===== src/rtl/frame_byte_writer_pkg.sv =====
// Shared types and constants for the frame byte writer.
package frame_byte_writer_pkg;

    typedef enum logic [2:0] {IDLE, RUN, W0, W1, W2, DONE} state_t;

    localparam logic MODE_REPL = 1'b0;
    localparam logic MODE_PASS = 1'b1;

    localparam int DEF_WIDTH   = 128;
    localparam int DEF_HEIGHT  = 128;
    localparam int FRAME_BYTES = DEF_WIDTH * DEF_HEIGHT * 3;

    function automatic int frame_bytes(input int w, input int h);
        return w * h * 3;
    endfunction

endpackage


===== src/rtl/frame_byte_writer_pos.sv =====
// Column/row position of the current pixel, with end-of-line and end-of-frame flags.
module pixel_pos_counter #(
    parameter int WIDTH  = 128,
    parameter int HEIGHT = 128
) (
    input  logic clk,
    input  logic rst,
    input  logic clr,
    input  logic inc,
    output logic last_col,
    output logic last_pix
);

    localparam int CW = (WIDTH  > 1) ? $clog2(WIDTH)  : 1;
    localparam int RW = (HEIGHT > 1) ? $clog2(HEIGHT) : 1;

    logic [CW-1:0] col;
    logic [RW-1:0] row;

    assign last_col = (col == CW'(WIDTH - 1));
    assign last_pix = last_col && (row == RW'(HEIGHT - 1));

    always_ff @(posedge clk) begin
        if (rst || clr) begin
            col <= '0;
            row <= '0;
        end else if (inc) begin
            if (last_col) begin
                col <= '0;
                row <= last_pix ? '0 : row + 1'b1;
            end else begin
                col <= col + 1'b1;
            end
        end
    end

endmodule


===== src/rtl/frame_byte_writer.sv =====
// Takes result bytes over valid/ready and writes them as an interleaved R,G,B frame
// into a byte-wide RAM, replicating one byte per pixel or passing three through.
module frame_byte_writer
    import frame_byte_writer_pkg::*;
#(
    parameter int WIDTH  = DEF_WIDTH,
    parameter int HEIGHT = DEF_HEIGHT,
    parameter int ADDR_W = $clog2(FRAME_BYTES)
) (
    input  logic              clk,
    input  logic              rst,
    input  logic              start,
    input  logic              abort,
    input  logic              mode,
    input  logic              in_valid,
    input  logic [7:0]        in_data,
    output logic              in_ready,
    output logic              mem_we,
    output logic [ADDR_W-1:0] mem_addr,
    output logic [7:0]        mem_wdata,
    output logic              line_end,
    output logic              done,
    output logic              busy
);

    localparam int FRAME = frame_bytes(WIDTH, HEIGHT);

    state_t     state, state_nx;
    logic       frame_mode;
    logic [1:0] sub;
    logic       last_col, last_pix;
    logic       take, pix_done, clr, le_nx;

    // in_ready is only ever high in RUN, so it doubles as the state qualifier
    assign take     = in_valid && in_ready;
    assign pix_done = (state == W2) ||
                      (state == W0 && frame_mode == MODE_PASS && sub == 2'd2);
    assign clr      = (state == IDLE) && start && !abort;

    pixel_pos_counter #(.WIDTH(WIDTH), .HEIGHT(HEIGHT)) u_pos (
        .clk      (clk),
        .rst      (rst),
        .clr      (clr),
        .inc      (pix_done),
        .last_col (last_col),
        .last_pix (last_pix)
    );

    always_comb begin
        state_nx = state;
        le_nx    = 1'b0;
        unique case (state)
            IDLE: if (start) state_nx = RUN;
            RUN: begin
                if (take) begin
                    state_nx = W0;
                    le_nx    = (frame_mode == MODE_PASS) && (sub == 2'd2) && last_col;
                end
            end
            W0: begin
                if (frame_mode == MODE_REPL) state_nx = W1;
                else                         state_nx = (pix_done && last_pix) ? DONE : RUN;
            end
            W1: begin
                state_nx = W2;
                le_nx    = last_col;
            end
            W2:      state_nx = last_pix ? DONE : RUN;
            DONE:    state_nx = IDLE;
            default: state_nx = IDLE;
        endcase
        if (abort) begin
            state_nx = IDLE;
            le_nx    = 1'b0;
        end
    end

    // Outputs are registered from the next state so they line up with the state they describe
    always_ff @(posedge clk) begin
        if (rst) begin
            state      <= IDLE;
            frame_mode <= MODE_REPL;
            sub        <= '0;
            in_ready   <= 1'b0;
            mem_we     <= 1'b0;
            mem_addr   <= '0;
            mem_wdata  <= '0;
            line_end   <= 1'b0;
            done       <= 1'b0;
            busy       <= 1'b0;
        end else begin
            state    <= state_nx;
            in_ready <= (state_nx == RUN);
            mem_we   <= (state_nx == W0) || (state_nx == W1) || (state_nx == W2);
            line_end <= le_nx;
            done     <= (state_nx == DONE);
            busy     <= (state_nx != IDLE);
            if (clr) begin
                frame_mode <= mode;
                sub        <= '0;
                mem_addr   <= '0;
            end else if (mem_we) begin
                if (mem_addr != ADDR_W'(FRAME - 1)) mem_addr <= mem_addr + 1'b1;
                if (frame_mode == MODE_PASS) sub <= (sub == 2'd2) ? 2'd0 : sub + 2'd1;
            end
            if (take) mem_wdata <= in_data;
        end
    end

endmodule


===== config.mk =====
export PLATFORM = sky130hd
export DESIGN_NAME = frame_byte_writer
export DESIGN_NICKNAME = d
export VERILOG_FILES = /design/src/rtl/frame_byte_writer_pkg.sv /design/src/rtl/frame_byte_writer_pos.sv /design/src/rtl/frame_byte_writer.sv
export SDC_FILE = /design/constraint.sdc
export NUM_CORES = 1
export LEC_CHECK = 0
export ABC_CLOCK_PERIOD_IN_PS = 2700
export CAP_MARGIN = 20
export CORE_MARGIN = 2
export CORE_UTILIZATION = 43
export DETAILED_ROUTE_END_ITERATION = 8
export PLACE_DENSITY = 0.68
export SLEW_MARGIN = 0
export SYNTH_ARGS = -nofsm -noshare
export SYNTH_HDL_FRONTEND = slang
export SYNTH_HIERARCHICAL = 1
export SYNTH_SLANG_ARGS = --single-unit

===== constraint.sdc =====
create_clock -name clk -period 2.7 [get_ports clk]
set_clock_uncertainty 0.2 [all_clocks]
set_input_delay 0.405 -clock clk [delete_from_list [all_inputs] [get_ports clk]]
set_output_delay 0.405 -clock clk [all_outputs]
set_load 0.03 [all_outputs]

[Word-level counts from Yosys, hierarchy flattened]
Cells that the tools add are included.
Widths: inputs -> output; s select.
Storage, ports and cells
  bits in registers: 49
  bits of input ports: 14
  output and inout bits: 29
  logic and storage cells: 62
Cells by class
  add/sub/neg operators: 4
  eq/ne operators: 13
  multiplexer cells: 12
  reductions and logical operators: 21
Operators by type and width (number)
  $mux 3: 6
  $add 16x1->16 const B: 1
  $ne 16x16->1 const B: 1
  $pmux 3 s5: 1
  $add 7x1->7 const B: 2
  $eq 7x7->1 const B: 2
  $mux 7: 2
  $eq 3x2->1 const B: 4
  $eq 3x3->1 const B: 3
  $logic_and 1x1->1: 9
  $eq 3x1->1 const B: 2
  $reduce_and 2->1: 3
  $logic_or 1x1->1: 4
  $reduce_or 2->1: 2
  $logic_not 3->1: 1
  $reduce_bool 3->1: 1
  $add 2x1->2 const B: 1
  $eq 2x2->1 const B: 1
  $mux 2: 1
  $pmux 1 s2: 1
  $logic_not 1->1: 1
  $mux 1: 1

[Longest topological paths before layout]
  depth in word-level cells: 12
  gate-level depth with buffers: 9
  mapped depth without buffers: 9

[By module]
The synthesis kept the hierarchy.
By module, submodules not included
  frame_byte_writer: times used 1, cells each 184, area each 1579.0 um^2, seq. area each 700.7 um^2
  pixel_pos_counter: times used 1, cells each 77, area each 718.2 um^2, seq. area each 280.3 um^2

[Least setup slack after synthesis]
Ideal clock, no wire load.
  path type: register to register
  start point: reg u_pos.row[0]
  end point: reg mem_we
  library setup time: 71 ps
  arrival: 1900 ps
  required time: 2429 ps
  slack: 529 ps
  stages on the path, launching flop included: 10
  path buffers: 0
  clock period less this slack: 2171 ps
  path through: dfxtp_1 > ha_1 > nand3_2 > or3_4 > nor3_1 > and4b_1 > o21ai_0 > a21o_1 > nand2b_1 > a21oi_1
On the way
  word-level cells in the longest chain between the ends: 10
  elaborated cells on any way between the ends: 13
  classes of those cells: eq/ne: 4; mux: 5; reduce/logical: 4
RTL lines
  start, declared: line frame_byte_writer_pos.sv:18  | logic [RW-1:0] row;
  start signal, assigned: line frame_byte_writer_pos.sv:30  | row <= last_pix ? '0 : row + 1'b1;
  $eq 7x7->1 (*): line frame_byte_writer_pos.sv:21  | assign last_pix = last_col && (row == RW'(HEIGHT - 1));
  $logic_and 1x1->1 (*): line frame_byte_writer_pos.sv:21
  via last_pix: line frame_byte_writer.sv:31  | logic last_col, last_pix;
  $logic_and 1x1->1: line frame_byte_writer.sv:62  | else state_nx = (pix_done && last_pix) ? DONE : RUN;
  $mux 3: line frame_byte_writer.sv:62
  $mux 3: line frame_byte_writer.sv:61  | if (frame_mode == MODE_REPL) state_nx = W1;
  $pmux 3 s5 (*): line frame_byte_writer.sv:52  | unique case (state)
  $mux 3 (*): line frame_byte_writer.sv:72  | if (abort) begin
  $eq 3x2->1: line frame_byte_writer.sv:94  | mem_we <= (state_nx == W0) || (state_nx == W1) || (state_nx == W2);
  $logic_or 1x1->1: line frame_byte_writer.sv:94
  $logic_or 1x1->1 (*): line frame_byte_writer.sv:94
  end signal, assigned: line frame_byte_writer.sv:94
  end, declared: line frame_byte_writer.sv:18  | output logic mem_we,
The timed path passes the listed nets; every way through them passes the cells marked *.
A chain may end at the register's enable or synchronous reset.

[Final worst setup path]
Ends and elaborated chain as after synthesis.

==> metrics.md <==
| Metric | Value |
|---|---|
| Cts repair resizes | `0` |
| Worst R2R Start | `u_pos/row[0]$_SDFFE_PP0P_` |
| RD Place Congestion | `0.863` |
| Hold slack | `0.256 ns` |
| GRT overflow | `0` |
| # IOs | `43` |
| Die area | `5940 sq um` |
| H-tree lvl count | `2` |
| Leak pwr | `0.998 nW` |
| Cells after Synth | `261` |
| Iter 0 DRT Violations | `68` |
| Core Box Area | `5140 sq um` |
| Total chip power | `1.41 mW` |
| Clk sink count | `49` |
| Cell Pwr Density | `485 nW/um^2` |
| Met2 Use GR | `0.279` |
| Synthesis-to-finish area growth | `27.0%` |
| Synth cell types | `48` |
| Final core occ | `0.567` |
| Final setup margin | `0.340 ns` |
| Die span in x | `77.1 um` |
| Required time of the critical path | `2.73 ns` |
| Max-cap violations | `0` |
| Non-Filler Instances | `377` |
| Routed wire per std cell | `12.1 um` |
| Status | `finished clean` |
| DRT Pass-1 Iters | `4` |
| Setup TNS | `0 ns` |
| Core Rows | `26` |
| Main flop type after synthesis | `dfxtp_1` |
| Final #Nets | `323` |
| Post-CTS Setup Repair Bufs | `0` |
| Dpl cells | `369` |
| Worst-margin pin slew | `0.377 ns` |
| Ys Warns | `6` |
| Period utilization | `0.874` |
| Initial Util | `0.447` |
| Min-delay src | `mem_wdata[0]$_SDFFE_PP0P_` |
| Share of the synthesized area in the top cell type | `0.427` |
| Placed Area | `2780 sq um` |
| Largest net degree at the start of global routing | `19` |
| Peak VDD IR | `0.299 mV` |
| CTS tree | `yes` |
| Layout cell share with drive strength beyond 1 | `0.101` |
| RR Endpoint | `mem_we$_SDFF_PP0_` |
| Async SR Flop Fraction | `0` |
| Antenna Cells | `0` |
| Met1 global-route usage | `0.206` |
| Cells on worst reg2reg path | `9` |
| Area contributors post-synth | `dfxtp_1, nor2_1, nand2_1, a21oi_1, xnor2_1` |
| Final Critical Period | `2.36 ns` |
| Critical path fanouts, max | `5` |
| Number of port buffers | `42` |
| Hold EP | `mem_wdata[0]$_SDFFE_PP0P_` |
| CP Capture Type | `flip-flop` |
| Hold Buf Count CTS | `0` |
| CTS Buf Count | `5` |
| Pre-CTS setup slack | `0.369 ns` |
| RSZ-0062 raised after global routing | `no` |
| Most common cell in the netlist | `dfxtp_1` |
| Reg2reg setup slack | `0.34 ns` |
| Number of global-route vias before repair | `1779` |
| Pins over their slew limit | `0` |
| #FFs+latches synth | `49` |
| Antenna Nets Post-Route | `0` |
| Die Y | `77.1 um` |
| Maximum clock rate | `0.424 GHz` |
| Final Hold Viols | `0` |
| Design area | `2920 sq um` |
| Vias | `1906` |
| Mean Syn Cell Area | `8.80 sq um` |
| Total GRT Usage | `0.160` |
| Sequential-to-total area share from yosys stat | `0.427` |
| DRC viols | `0` |
| Grt met3 use | `0.0329` |
| Max clock buf depth | `2` |
| Final setup fails | `0` |
| Latest clock arrival within the worst-skew pair | `0.29 ns` |
| Hold crit path type | `flip-flop to flip-flop` |
| Clock-pin slew on the worst setup and hold paths | `0.09 ns` |
| Syn Nets | `278` |
| Crit path launch type | `flip-flop` |
| Number of synthesized flops with an enable pin | `0` |
| Leading area contributor after synthesis | `dfxtp_1` |
| Most frequent cells after synthesis | `dfxtp_1, nor2_1, nand2_1, a21oi_1, xnor2_1` |
| Synthesized cell area | `2300 sq um` |
| Initial antenna violation count | `0` |
| Root buf cell | `clkbuf_8` |
| Post-DP HPWL | `3340 um` |
| # fillers | `512` |
| Via density | `5.06` |
| Drt total wl | `4560 um` |
| First-pass GRT wire length | `7970 um` |
| Hold Path Stages | `2` |
| Critical path data arrival time | `2.39 ns` |
| Setup CP Type | `flip-flop to flip-flop` |
| Grt peak-use layer | `met2` |
| Worst rel slew slack | `0.748` |
layout by cell type, fill, tap and decap left out, types with 2 or more instances in the layout:
| cell | synthesis | routed |
|---|---|---|
| clkdlybuf4s50_1 | 0 | 42 |
| nor2_1 | 34 | 34 |
| nand2b_1 | 2 | 2 |
| clkbuf_8 | 0 | 5 |
| o21ai_0 | 7 | 7 |
| and4_1 | 3 | 3 |
| nor3_2 | 4 | 4 |
| nor3_1 | 8 | 8 |
| nand4b_1 | 2 | 2 |
| nor2b_1 | 3 | 3 |
| mux2i_1 | 5 | 5 |
| a21o_1 | 2 | 2 |
| inv_1 | 4 | 4 |
| and2_1 | 2 | 2 |
| and2b_1 | 2 | 2 |
| buf_4 | 0 | 5 |
| ha_1 | 3 | 3 |
| a21oi_1 | 22 | 22 |
| or3_1 | 5 | 5 |
| a211oi_1 | 2 | 2 |
| dfxtp_1 | 49 | 49 |
| nand4_1 | 5 | 5 |
| nand4_2 | 2 | 2 |
| nand3_2 | 2 | 2 |
| nand3_1 | 10 | 10 |
| nand3b_1 | 3 | 3 |
| xnor2_1 | 11 | 11 |
| or2_2 | 2 | 2 |
| xor2_1 | 7 | 7 |
| bufinv_16 | 0 | 2 |
| nand2_1 | 33 | 33 |
area by class of cell:
| class | instances | area [sq um] | area share |
|---|---|---|---|
| Multi-Input combinational cell | 199 | 1240 | 0.426 |
| Sequential cell | 49 | 981 | 0.336 |
| Timing Repair Buffer | 47 | 458 | 0.157 |
| Tap cell | 70 | 87.6 | 0.0300 |
| Clock buffer | 5 | 68.8 | 0.0236 |
| Clock inverter | 3 | 65.1 | 0.0223 |
| Inverter | 4 | 15.0 | 0.00515 |
report_power, final:
| part | internal, mW | total, mW | switching, mW | leakage, nW |
|---|---|---|---|---|
| clock network | 0.368 | 0.607 | 0.239 | 0.0681 |
| registers | 0.728 | 0.733 | 0.00501 | 0.395 |
| logic | 0.0353 | 0.0734 | 0.0380 | 0.534 |
metal layers:
layer	routed length (um)	vias to the layer above
met5	0	-
met3	133	2
met4	13	0
met1	2170	889
li1	-	992
met2	2250	23
how the worst max path moves through the flow:
stage,from,end,slack (ns),cells past startpoint
finish,u_pos/row[0]$_SDFFE_PP0P_,mem_we$_SDFF_PP0_,0.34,9
global route,u_pos/row[0]$_SDFFE_PP0P_,mem_we$_SDFF_PP0_,0.16,9
CTS,u_pos/row[0]$_SDFFE_PP0P_,mem_we$_SDFF_PP0_,0.34,9
detailed placement,u_pos/row[0]$_SDFFE_PP0P_,mem_we$_SDFF_PP0_,0.37,9
global placement,u_pos/row[0]$_SDFFE_PP0P_,mem_we$_SDFF_PP0_,0.40,9
floorplan,u_pos/row[0]$_SDFFE_PP0P_,mem_we$_SDFF_PP0_,0.53,9
critical path, cell delays in order (launching register included):
cell      delay, ns
dfxtp_1        0.38
ha_1           0.20
nand3_2        0.11
or3_4          0.40
nor3_1         0.19
and4b_1        0.22
o21ai_0        0.07
a21o_1         0.24
nand2b_1       0.15
a21oi_1        0.13
state kept, by name, summed over array words and instances (netlist names):
signal      count
mem_wdata       8
sub             2
done            1
line_end        1
mem_we          1
in_ready        1
busy            1
frame_mode      1
u_pos/col       7
u_pos/row       7
state           3
mem_addr       16
cells by family after synthesis:
group,share of synthesized area
AND/OR/NAND/NOR,0.330
flip-flops,0.427
multiplexers,0.0218
AO/OA/AOI/OAI,0.104
adder cells (fa/ha/maj),0.0163
XOR/XNOR,0.0686
buffers and inverters,0.0327
No activity file was read; power rests on OpenSTA's default activity.
